## src/rtl/pc_pkg.sv

```systemverilog
// Shared types for the program-counter sequencer: run/halt state and the
// command selected for the current cycle.
package pc_pkg;

  localparam int unsigned DEF_WIDTH       = 8;
  localparam int unsigned DEF_STACK_DEPTH = 4;

  typedef enum logic {
    HALT = 1'b0,
    RUN  = 1'b1
  } state_e;

  typedef enum logic [2:0] {
    CMD_NONE = 3'd0,
    CMD_JMP  = 3'd1,
    CMD_CALL = 3'd2,
    CMD_RET  = 3'd3,
    CMD_BR   = 3'd4,
    CMD_INC  = 3'd5
  } cmd_e;

endpackage

```

## src/rtl/pc_stack.sv

```systemverilog
// Return-address LIFO for call/ret; the top entry is readable combinationally.
module pc_stack
  import pc_pkg::*;
#(
  parameter int unsigned WIDTH = DEF_WIDTH,
  parameter int unsigned DEPTH = DEF_STACK_DEPTH
) (
  input  logic             clk,
  input  logic             rstn,
  input  logic             push,
  input  logic             pop,
  input  logic [WIDTH-1:0] push_data,
  output logic [WIDTH-1:0] top,
  output logic             full,
  output logic             empty
);

  localparam int unsigned AW = (DEPTH > 1) ? $clog2(DEPTH) : 1;
  localparam int unsigned CW = $clog2(DEPTH + 1);

  logic [CW-1:0]    cnt_q;
  logic [WIDTH-1:0] mem [2**AW];

  assign full  = (cnt_q == CW'(DEPTH));
  assign empty = (cnt_q == '0);
  assign top   = mem[AW'(cnt_q - CW'(1))];

  // Occupancy count; reset discards all entries.
  always_ff @(posedge clk or negedge rstn) begin
    if (!rstn) begin
      cnt_q <= '0;
    end else if (push && !full) begin
      cnt_q <= cnt_q + CW'(1);
    end else if (pop && !empty) begin
      cnt_q <= cnt_q - CW'(1);
    end
  end

  always_ff @(posedge clk) begin
    if (push && !full) begin
      mem[AW'(cnt_q)] <= push_data;
    end
  end

endmodule

```

## src/rtl/pc_sequencer.sv

```systemverilog
// Program counter with enable, jump, relative branch, halt/resume and terminal
// wrap/stop. Define PC_STACK_EN to add the call/return address stack.
module pc_sequencer
  import pc_pkg::*;
#(
  parameter int unsigned WIDTH       = DEF_WIDTH,
  parameter int unsigned RESET_ADDR  = 0,
  parameter int unsigned LAST_ADDR   = 2**WIDTH - 1,
  parameter bit          WRAP        = 1'b1,
  parameter int unsigned STACK_DEPTH = DEF_STACK_DEPTH
) (
  input  logic             clk,
  input  logic             rstn,
  input  logic             en,
  input  logic             halt,
  input  logic             resume,
  input  logic             jmp,
  input  logic [WIDTH-1:0] jmp_addr,
  input  logic             br,
  input  logic [WIDTH-1:0] br_off,
  input  logic             call,
  input  logic [WIDTH-1:0] call_addr,
  input  logic             ret,
  output logic [WIDTH-1:0] out,
  output logic             running,
  output logic             wrapped,
  output logic             stk_err
);

  localparam logic [WIDTH-1:0] RST_V  = WIDTH'(RESET_ADDR);
  localparam logic [WIDTH-1:0] LAST_V = WIDTH'(LAST_ADDR);
  localparam logic [WIDTH-1:0] ONE    = WIDTH'(1);

  state_e           state_q, state_d;
  logic [WIDTH-1:0] pc_q, pc_d;
  logic             wrapped_q, wrapped_d;
  logic             stk_err_q, stk_err_d;
  cmd_e             cmd;
  logic             stk_bad;
  logic             stk_full;
  logic             stk_empty;
  logic [WIDTH-1:0] stk_top;

`ifdef PC_STACK_EN
  localparam bit STK_EN = 1'b1;

  pc_stack #(
    .WIDTH (WIDTH),
    .DEPTH (STACK_DEPTH)
  ) u_stack (
    .clk       (clk),
    .rstn      (rstn),
    .push      (cmd == CMD_CALL),
    .pop       (cmd == CMD_RET),
    .push_data (pc_q + ONE),
    .top       (stk_top),
    .full      (stk_full),
    .empty     (stk_empty)
  );
`else
  localparam bit STK_EN = 1'b0;

  // Without storage the stack looks permanently full and empty, so call and
  // ret fall through to a plain increment; the error pulse is masked.
  logic unused_depth;
  assign unused_depth = ^STACK_DEPTH;
  assign stk_full     = 1'b1;
  assign stk_empty    = 1'b1;
  assign stk_top      = '0;
`endif

  // Select the RUN-mode command for this cycle (jmp > call > ret > br > inc).
  always_comb begin
    cmd     = CMD_NONE;
    stk_bad = 1'b0;
    if (state_q == RUN && !halt && en) begin
      if (jmp) begin
        cmd = CMD_JMP;
      end else if (call) begin
        cmd     = stk_full ? CMD_INC : CMD_CALL;
        stk_bad = stk_full;
      end else if (ret) begin
        cmd     = stk_empty ? CMD_INC : CMD_RET;
        stk_bad = stk_empty;
      end else if (br) begin
        cmd = CMD_BR;
      end else begin
        cmd = CMD_INC;
      end
    end
  end

  // Next-state and next-output logic.
  always_comb begin
    state_d   = state_q;
    pc_d      = pc_q;
    wrapped_d = 1'b0;
    stk_err_d = stk_bad & STK_EN;
    unique case (state_q)
      RUN: begin
        if (halt) begin
          state_d = HALT;
        end else begin
          unique case (cmd)
            CMD_JMP:  pc_d = jmp_addr;
            CMD_CALL: pc_d = call_addr;
            CMD_RET:  pc_d = stk_top;
            CMD_BR:   pc_d = pc_q + br_off;
            CMD_INC: begin
              if (pc_q != LAST_V) begin
                pc_d = pc_q + ONE;
              end else if (WRAP) begin
                pc_d      = RST_V;
                wrapped_d = 1'b1;
              end else begin
                state_d = HALT;
              end
            end
            default: ;
          endcase
        end
      end
      HALT: begin
        if (resume && !halt) begin
          state_d = RUN;
        end else if (en && jmp) begin
          pc_d = jmp_addr;
        end
      end
      default: state_d = RUN;
    endcase
  end

  always_ff @(posedge clk or negedge rstn) begin
    if (!rstn) begin
      state_q   <= RUN;
      pc_q      <= RST_V;
      wrapped_q <= 1'b0;
      stk_err_q <= 1'b0;
    end else begin
      state_q   <= state_d;
      pc_q      <= pc_d;
      wrapped_q <= wrapped_d;
      stk_err_q <= stk_err_d;
    end
  end

  assign out     = pc_q;
  assign running = (state_q == RUN);
  assign wrapped = wrapped_q;
  assign stk_err = stk_err_q;

endmodule

```

## config.mk

```make
export PLATFORM = sky130hd
export DESIGN_NAME = pc_sequencer
export DESIGN_NICKNAME = d
export VERILOG_FILES = /design/src/rtl/pc_pkg.sv /design/src/rtl/pc_stack.sv /design/src/rtl/pc_sequencer.sv
export SDC_FILE = /design/constraint.sdc
export NUM_CORES = 1
export LEC_CHECK = 0
export BUFFER_PORTS_ARGS = -buffer_cell sky130_fd_sc_hd__buf_2
export CORE_MARGIN = 2
export CORE_UTILIZATION = 35
export DETAILED_ROUTE_END_ITERATION = 10
export PLACE_DENSITY = 0.64
export SETUP_SLACK_MARGIN = 0.15
export SLEW_MARGIN = 0
export SYNTH_ARGS = -nofsm -noshare
export SYNTH_HDL_FRONTEND = slang
export SYNTH_HIERARCHICAL = 1
export SYNTH_SLANG_ARGS = --single-unit
```

## constraint.sdc

```tcl
create_clock -name clk -period 2 [get_ports clk]
set_clock_uncertainty 0.1 [all_clocks]
set_input_delay 0.1 -clock clk [delete_from_list [all_inputs] [get_ports clk]]
set_output_delay 0.1 -clock clk [all_outputs]
set_load 0.02 [all_outputs]
```

* After elaboration in Yosys (flattened, before gate mapping)
Cells that the tools add are included.
** Word-level totals
- Output and inout bits :: 11
- Register bits :: 10
- Logic and storage cells :: 40
** Cells by class
- Bitwise gates (word level) :: 1
- Equal/unequal tests :: 10
- Add/subtract/negate cells :: 2
- Mux-type cells :: 18
- Reductions and logical operators :: 6
** Operators by type and width (count)
- 8-bit case mux with 5 select lines :: 1
- 8-bit two-way mux :: 4
- 8-bit case mux with 2 select lines :: 1
- 1-bit two-way mux :: 9
- 8-bit by 1-bit adder with 8-bit output (second input constant) :: 1
- 8-bit adder :: 1
- 8-bit != test (second input constant) :: 1
- 3-bit by 2-bit equality test with 1-bit output (second input constant) :: 2
- 3-bit equality test (second input constant) :: 2
- 3-bit two-way mux :: 2
- 2-bit != test (second input constant) :: 3
- 6-bit by 1-bit != test with 1-bit output (second input constant) :: 1
- 1-bit logical AND :: 4
- 4-bit AND reduction :: 1
- 3-bit by 1-bit equality test with 1-bit output (second input constant) :: 1
- 1-bit case mux with 2 select lines :: 1
- 1-bit zero test :: 1
- 1-bit inverter :: 1

* Depth between registers and ports, before layout
Gate-level depths: netlist of run 1.
- Word-level depth :: 9
- Depth in mapped cells :: 7
- Depth with buffers taken out :: 7

* Worst setup path before layout of run 1
Ideal clock, no wire load.
- Path type :: reg-to-reg
- From :: register pc_q[0] (netlist: out[0])
- To :: register pc_q[6] (netlist: out[6])
- Library setup time :: 0.121 ns
- Stages on the path, launching flop included :: 8
- Clock period less this slack :: 2.114 ns
- Arrival :: 1.893 ns
- Path slack :: -0.114 ns
- Cells stage by stage :: dfrtp_1 -> ha_1 -> fa_1 -> a21oi_1 -> nor3_1 -> nor3_1 -> o221ai_1 -> a22o_1
** On the way
- Longest elaborated chain between the ends :: 5
- Elaborated cells between the ends (all ways) :: 7
- Those cells by class :: add/sub (2); eq/ne (1); mux (4)
** Ends and longest elaborated chain
- start: declaration :: line pc_sequencer.sv:35 : logic [WIDTH-1:0] pc_q, pc_d;
- start signal: assignment :: line pc_sequencer.sv:142 : pc_q <= pc_d;
- 8-bit by 1-bit adder with 8-bit output / 8-bit != test (equally long branches) :: line pc_sequencer.sv:111, pc_sequencer.sv:110
- 8-bit two-way mux :: line pc_sequencer.sv:110 : if (pc_q != LAST_V) begin
- 8-bit case mux with 5 select lines (*) :: line pc_sequencer.sv:104 : unique case (cmd)
- 8-bit two-way mux (*) :: line pc_sequencer.sv:101 : if (halt) begin
- 8-bit case mux with 2 select lines (*) :: line pc_sequencer.sv:99 : unique case (state_q)
Every way passes the cells marked *; elsewhere a longest branch is shown, timed or not. The select of a mux whose other input is x is not followed.
A chain may end at the register's enable or synchronous reset.

* Worst setup path after layout of run 1
Same ends and word-level chain as after synthesis.

==> out/qor.yml, run 1 <==
synth:
  syn_nets: 158
  ys_types: 55
  yosys.area.top_type: "dfrtp_1"
  netlist_area_um2: 1040
  syn_inst: 116
  synth_area_leaders: "dfrtp_1, ha_1, nor2_1, a21oi_1, nand2_1"
  syn_area_per_cell_um2: 9.01
  ys_seq_area_frac: 0.241
  synth_edf_count: 0
  synth_ff_type: "dfrtp_1"
  synth.most_common_cell: "nor2_1"
  async_flop_share: 1.00
  synth_top_area_share: 0.216
  synth_common_cells: "nor2_1, dfrtp_1, ha_1, nand2_1, a21oi_1"
  yosys_warnings: 6
  ys_ff_latch: 10
worst_setup_path:
  cp_max_fo: 3
  rr_startpoint: "out[0]"
  cp_slowest_cell: "dfrtp_2"
  timing.rr.end: "out[6]"
  setup.worst_path.start_class: "flop"
  path_cells: "ha_4, fa_2, a21oi_4, nor3_2, nor3_2, o221ai_1, a22o_1"
  crit_buf_inv: 0
  critPathTopFamily: "adder cells"
  ff2ff_path_depth: 7
  required_ps: 2060
  rrSetupSlack_ps: -20
  crit_type: "reg -> reg"
  cp_data_arrival_time_ps: 2080
  path_common_cell: "nor3_2"
  max_stage_delay_ps: 430
  cp-end-kind: "flop"
place:
  gp_congestion: 0.790
  io_buffers: 34
  hpwlAfterDp_um: 2180
  dp_slack_ps: -8.20
route:
  antenna_left: 0
  first_pass_iters: 6
  vias: 1125
  routed_wl_um: 2960
  drtIter0Drc: 31
  remaining_drc_errors: 0
  vias_per_cell: 5.49
  wl_per_cell_um: 14.4
floorplanning:
  ios: 44
  start_util: 0.372
  dieHeight_um: 58.6
  coreArea_um2: 2810
  dieArea_um2: 3440
  die_w_um: 58.6
  num_rows: 19
global_routing:
  grt_usage: 0.180
  grt_overflow: 0
  grt_pass1_wl_um: 4820
  grt_pass1_vias: 1089
  antenna_found_initial: 0
  grt_max_degree: 11
cts:
  tritoncts: "built"
  cts.htree.levels: 1
  clock_sinks: 10
  clock_path_buffers: 2
  path_clk_slew_ps: 80
  numCtsBuffers: 3
  insertion_delay_ps: 260
  clockRootBuffer: "clkbuf_4"
sta:
  worst_slack_ps: -24.1
  setup_viol: 1
  fmax_mhz: 494
  period_share: 1.01
  hold_viol: 0
  tns_ps: -24.1
  drv_slew: 0
  period_minus_slack_ps: 2020
  holdWs_ps: 22.2
  grt_setup_unrepaired: "yes"
power_and_ir_drop:
  ir_drop_uv: 354
  leakagePower_uw: 0.000693
  fin_total_pwr_uw: 1090
  powerDensity_nw_per_um2: 680
final_layout:
  fillCellCount: 268
  drive_above_1_share: 0.511
  antenna_cells: 0
  synthToLayoutAreaGrowth_pct: 53.9
  nNetsFinal: 217
outcome:
  status: "complete, but fails checks"
  violations: "negative setup slack"
worst_hold_path:
  min_from: "jmp_addr[2]"
  hold_path.class: "in -> reg"
  hold_depth: 3
  hold_path_end: "out[2]"
flow_run:
  max-cap-violations: 0
==> area by class of cell <==
type | count | area [um2] | share of cell area
Multi-Input combinational cell | 100 | 896 | 0.557
Timing Repair Buffer | 58 | 372 | 0.231
Clock buffer | 4 | 36.3 | 0.0226
Sequential cell | 10 | 258 | 0.160
Tap cell | 31 | 38.8 | 0.0241
Inverter | 2 | 7.51 | 0.00467
==> worst register-to-register path: stages, from the launching register on <==
cell and delay (ps):
dfrtp_2 430, ha_4 170, fa_2 410, a21oi_4 210, nor3_2 60, nor3_2 200, o221ai_1 130, a22o_1 190
==> routing by layer <==
metal | track usage | up-vias | share of wire
li1 | - | 554 | -
met1 | 0.242 | 533 | 0.45
met2 | 0.311 | 36 | 0.49
met3 | 0.0198 | 2 | 0.048
met4 | 0.0422 | 0 | 0.0064
met5 | 0 | - | 0
==> cell usage in the layout, fill, tap and decap left out, types with 3 or more instances in the layout <==
cell	netlist	routed
a21oi_1	6	4
buf_2	1	34
buf_4	2	17
buf_6	1	3
clkbuf_4	0	3
dfrtp_1	9	4
dfrtp_2	0	5
dlygate4sd3_1	0	4
ha_4	0	6
nand2_1	8	7
nand2b_1	3	3
nand3_1	3	3
nor2_1	10	10
nor4_1	3	3
o21ai_0	5	5
xnor2_1	3	3
xor2_1	3	3
==> cell families after synthesis <==
family,after synthesis,synth area share
other cells,1,0.00359
compound gates,37,0.260
xor+xnor,6,0.0503
fa+ha+maj,9,0.115
simple gates,47,0.293
flops,10,0.241
buf+inv,6,0.0371
==> per-stage QoR <==
stage / instance area, um2 / utilization / instances
finish: 1610 / 0.573 / 205
global route: 1610 / 0.573 / 205
CTS: 1470 / 0.524 / 197
detailed placement: 1370 / 0.489 / 187
global placement: 1370 / 0.489 / 187
floorplan: 1120 / - / 116
==> where the power goes <==
group	switching (uW)	internal (uW)
sequential	36.3	238
clock	78.3	110
combinational	318	313
==> flip-flops by register name (all words and copies together) (netlist names) <==
signal / cells
wrapped: 1
running: 1
out: 8
==> timing repair <==
item | 4_1_cts | 5_1_grt
pin swaps | 2 | 20
hold endpoints to repair | 12 | 0
endpoints found under the setup margin | 4 | 6
gates resized for setup | 1 | 13
buffers inserted | 2 | 8
hold buffers | 4 | 0
==> worst max path at each step <==
stage / from / end / slack, ps / cells past startpoint
floorplan: out[0] / out[6] / 80 / 7
global placement: out[0] / out[6] / 20 / 7
detailed placement: out[0] / out[6] / -8 / 7
CTS: out[1] / out[7] / 40 / 6
global route: out[0] / out[6] / -90 / 7
finish: out[0] / out[6] / -20 / 7
(Power assumes the default switching activity.)
==> run 2, diff against run 1 <==
--- a/constraint.sdc
+++ b/constraint.sdc
@@ -4,2 +4,2 @@
 set_output_delay 0.1 -clock clk [all_outputs]
-set_load 0.02 [all_outputs]
+set_load 0.05 [all_outputs]
==> run 2 against run 1 <==
The flow finishes with violations (design-rule violations). Global-route usage decreased by 0.067 points. Highest routed layer is now met3. Final area decreased by 5.4%. Via count decreased by 4.0%. Largest cell class unchanged. Cell count decreased by 3.4%. Non-clock buffer count decreased by 7. Core utilization decreased by 3.1 points. Largest power group unchanged. First-iteration DRC count decreased by 35%. Worst hold slack improved by 11 ps. Sequential power increased by 1%. Sequential cell count unchanged. Combinational power increased by 2%. Sequential share of layout area increased by 1.1 points.
==> out/qor.yml, run 2 (synthesis results as in run 1) <==
global_routing:
  grt_pass1_wl_um: 4680
  grt_usage: 0.180
  grt_use_met3: 0.0418
  grt_pass1_vias: 1047
  busiest_layer: "met2"
  grt_max_degree: 11
  met1_usage: 0.218
  gr-usage-met2: 0.332
  antenna_found_initial: 0
  grt_overflow: 0
worst_setup_path:
  cp_max_fo: 3
  cp_data_arrival_time_ps: 2070
  rr_startpoint: "out[0]"
  setup.worst_path.start_class: "flop"
  ff2ff_path_depth: 7
  required_ps: 2070
  crit_type: "reg -> reg"
  timing.rr.end: "out[4]"
  rrSetupSlack_ps: 1
  cp-end-kind: "flop"
route:
  vias_per_cell: 5.45
  antenna_left: 0
  first_pass_iters: 7
  remaining_drc_errors: 1
  drtIter0Drc: 20
  routed_wl_um: 2880
  vias: 1080
  wl_per_cell_um: 14.5
sta:
  grt_setup_unrepaired: "yes"
  setup_viol: 0
  drv_slew: 0
  fmax_mhz: 500
  hold_viol: 0
  period_minus_slack_ps: 2000
  tns_ps: 0
  period_share: 0.999
floorplanning:
  dieArea_um2: 3440
  start_util: 0.372
  dieHeight_um: 58.6
  coreArea_um2: 2810
  die_w_um: 58.6
  num_rows: 19
  ios: 44
final_layout:
  multi_input_area_um2: 870
  stdcell_area_um2: 1520
  layout_common_cells: "buf_2, buf_4, nor2_1, nand2_1, dfrtp_2"
  final_common_cell: "buf_2"
  synthToLayoutAreaGrowth_pct: 45.5
  largest_reg_flops: 8
  antenna_cells: 0
  nNetsFinal: 210
  drive_above_1_share: 0.497
  seqCellArea_um2: 260
  fillCellCount: 277
place:
  io_buffers: 34
  hpwlAfterDp_um: 2240
  gp_congestion: 0.842
  dpl_cell_area_um2: 1320
worst_hold_path:
  hold_depth: 3
  min_from: "jmp_addr[2]"
  hold_path.class: "in -> reg"
  hold_path_end: "out[2]"
cts:
  tritoncts: "built"
  cts.htree.levels: 1
  numCtsBuffers: 3
  clockRootBuffer: "clkbuf_4"
  path_clk_slew_ps: 70
  insertion_delay_ps: 270
  clock_path_buffers: 2
  clock_sinks: 10
outcome:
  status: "complete, but fails checks"
  violations: "design-rule violations"
power_and_ir_drop:
  powerDensity_nw_per_um2: 728
  ir_drop_uv: 420
  fin_total_pwr_uw: 1110
  leakagePower_uw: 0.000651
flow_run:
  max-cap-violations: 0
## run 2: cell type report
| type | count | share of cell area |
|---|---|---|
| timing repair buffer | 51 | 0.202 |
| inverter | 2 | 0.00494 |
| sequential | 10 | 0.171 |
| multi-input combinational | 100 | 0.572 |
| clock buffer | 4 | 0.0239 |
| tap | 31 | 0.0255 |
## run 2: timing repair
action | 4_1_cts | 5_1_grt
hold buffers | 4 | 0
buffers inserted | 3 | 1
setup endpoints to repair | 4 | 6
hold endpoints to repair | 12 | 0
resized for setup | 6 | 9
pin swaps | 4 | 17
## run 2: critical path, stage by stage (launching register included)
cell	delay, ps
dfrtp_2	430
ha_4	170
fa_2	420
a21oi_4	200
o21bai_1	110
xor2_1	180
a21oi_1	90
o211ai_1	210
## run 2: power by group
group,leakage (uW),internal (uW),switching [uW],total [uW]
clock,0.0000210,111,76.2,187
sequential,0.000114,239,39.4,278
combinational,0.000516,272,370,642
## run 2: how the worst max path moves through the flow
stage	from	slack [ps]	to
3_3_place_gp	out[0]	20	out[6]
4_1_cts	out[0]	10	out[6]
6_report	out[0]	1	out[4]
3_5_place_dp	out[0]	-30	out[6]
2_1_floorplan	out[0]	-10	out[6]
5_1_grt	out[0]	-70	out[6]
## run 2: metrics by stage
stage / hold WS [ps] / setup slack (ps) / cells / util
2_1_floorplan: -296 / -9.80 / 116 / -
3_3_place_gp: -117 / 24.4 / 186 / 0.471
3_5_place_dp: -116 / -29.1 / 186 / 0.471
4_1_cts: 23.3 / 12.8 / 197 / 0.522
5_1_grt: 58.5 / -65.4 / 198 / 0.542
6_report: 33.2 / 1.31 / 198 / 0.542
## run 2: routing by layer
metal  vias up  part of all wire
met3         0             0.059
met1       499              0.42
met5         -                 0
met2        37              0.52
met4         0                 0
li1        544                 -
==> run 3, diff against run 2 <==
Settings changed: CORE_ASPECT_RATIO set to 1.2.
==> run 3 against run 2 <==
The flow now finishes without violations. Sequential cell count stayed put. Critical path depth stayed put. Clock-buffer cell count stayed put. Via count is 4.2% higher. Setup slack better by 38 ps. Non-clock buffer count is 3 higher. Register-to-register slack better by 40 ps. Fmax is 1.9% higher. Cell count is 3.0% higher. Total power is 5.3% higher. Core utilization is 1.7 points higher. Critical path type unchanged. Critical endpoint is now out[6].
==> out/qor.yml, run 3 (synthesis results as in run 1) <==
outcome:
  status: "finished, final reports clean"
sta:
  tns_ps: 0
  period_share: 0.981
  hold_viol: 0
  grt_setup_unrepaired: "yes"
  setup_viol: 0
  drv_slew: 0
  period_minus_slack_ps: 1960
  fmax_mhz: 510
  holdWs_ps: 1.46
final_layout:
  stdcell_area_um2: 1570
  utilization: 0.559
  antenna_cells: 0
  final_common_cell: "buf_2"
  drive_above_1_share: 0.506
  layout_common_cells: "buf_2, buf_4, nor2_1, nand2_1, dfrtp_2"
  nNetsFinal: 213
  synthToLayoutAreaGrowth_pct: 50.4
  largest_reg_flops: 8
route:
  drtIter0Drc: 19
  vias_per_cell: 5.51
  routed_wl_um: 3080
  remaining_drc_errors: 0
  antenna_left: 0
  first_pass_iters: 4
  wl_per_cell_um: 15.1
  vias: 1125
floorplanning:
  coreArea_um2: 2810
  dieHeight_um: 63.9
  start_util: 0.372
  ios: 44
  die_w_um: 53.9
  dieArea_um2: 3440
  num_rows: 21
worst_setup_path:
  crit_type: "reg -> reg"
  rr_startpoint: "out[0]"
  critPathTopFamily: "adder cells"
  setup.worst_path.start_class: "flop"
  timing.rr.end: "out[6]"
  ff2ff_path_depth: 7
  cp-end-kind: "flop"
  path_cells: "ha_4, fa_2, a21oi_4, nor3_2, nor3_2, o221ai_1, a22o_1"
  cp_data_arrival_time_ps: 2040
  cp_slowest_cell: "dfrtp_2"
  max_stage_delay_ps: 430
  crit_buf_inv: 0
  path_common_cell: "nor3_2"
  rrSetupSlack_ps: 40
  cp_max_fo: 3
  crit_cells: 7
  required_ps: 2080
cts:
  clock_path_buffers: 2
  path_clk_slew_ps: 80
  insertion_delay_ps: 280
  numCtsBuffers: 3
  clock_sinks: 10
  clockRootBuffer: "clkbuf_4"
  tritoncts: "built"
  cts.htree.levels: 1
power_and_ir_drop:
  leakagePower_uw: 0.000667
  ir_drop_uv: 453
  powerDensity_nw_per_um2: 741
worst_hold_path:
  min_from: "jmp_addr[2]"
  hold_path.class: "in -> reg"
  hold_path_end: "out[2]"
  hold_depth: 3
place:
  hpwlAfterDp_um: 2300
  io_buffers: 34
  gp_congestion: 0.773
  dpl_cell_area_um2: 1330
flow_run:
  max-cap-violations: 0
global_routing:
  grt_usage: 0.200
  grt_max_degree: 11
  antenna_found_initial: 0
  grt_pass1_wl_um: 5050
  grt_overflow: 0
  grt_pass1_vias: 1160
[run 3: changes by cell type in the layout (fill, tap and decap cells not counted), sizes merged]
cell	delta
buf	+3
[run 3: timing repair]
action	4_1_cts	5_1_grt
gates resized for setup	14	2
setup endpoints to repair	5	6
endpoints found under the hold margin	12	0
hold buffers	4	0
pin swaps	19	14
buffers inserted	4	2
[run 3: power by group]
part | internal [uW] | switching [uW] | leakage (uW)
clock | 111 | 90.3 | 0.0000210
sequential | 239 | 41.0 | 0.000114
combinational | 293 | 391 | 0.000533
total | 643 | 522 | 0.000667
[run 3: how the worst max path moves through the flow]
stage               startpoint     end  slack, ps
detailed placement      out[0]  out[6]        -50
CTS                     out[0]  out[6]        -10
global placement        out[0]  out[6]        -10
finish                  out[0]  out[6]         40
global route            out[0]  out[7]        -50
floorplan               out[0]  out[6]        -10
[run 3: metal layers]
layer	part of all wire	vias to the layer above	GRT usage
met5	0	-	0
met4	0.023	0	0.0609
met3	0.039	8	0.0350
met2	0.53	31	0.352
met1	0.41	539	0.236
li1	-	547	-
[run 3: cell type report]
cell class / count / area (um2)
multi-input combinational: 100 / 895
timing repair buffer: 54 / 330
inverter: 2 / 7.51
sequential: 10 / 260
fill: 266 / 1240
clock buffer: 4 / 36.3
tap: 34 / 42.5
[run 3: worst reg2reg max path, cell delays in order (launching register included)]
cell	delay (ps)
dfrtp_2	430
ha_4	170
fa_2	370
a21oi_4	190
nor3_2	60
nor3_2	210
o221ai_1	130
a22o_1	190
[run 3: metrics by stage]
step / total power, uW / instances / setup WS, ps
floorplan: 663 / 116 / -9.80
global placement: 816 / 190 / -13.4
detailed placement: 829 / 190 / -46.6
CTS: 1130 / 202 / -9.70
global route: 1230 / 204 / -52.5
finish: 1160 / 204 / 38.9
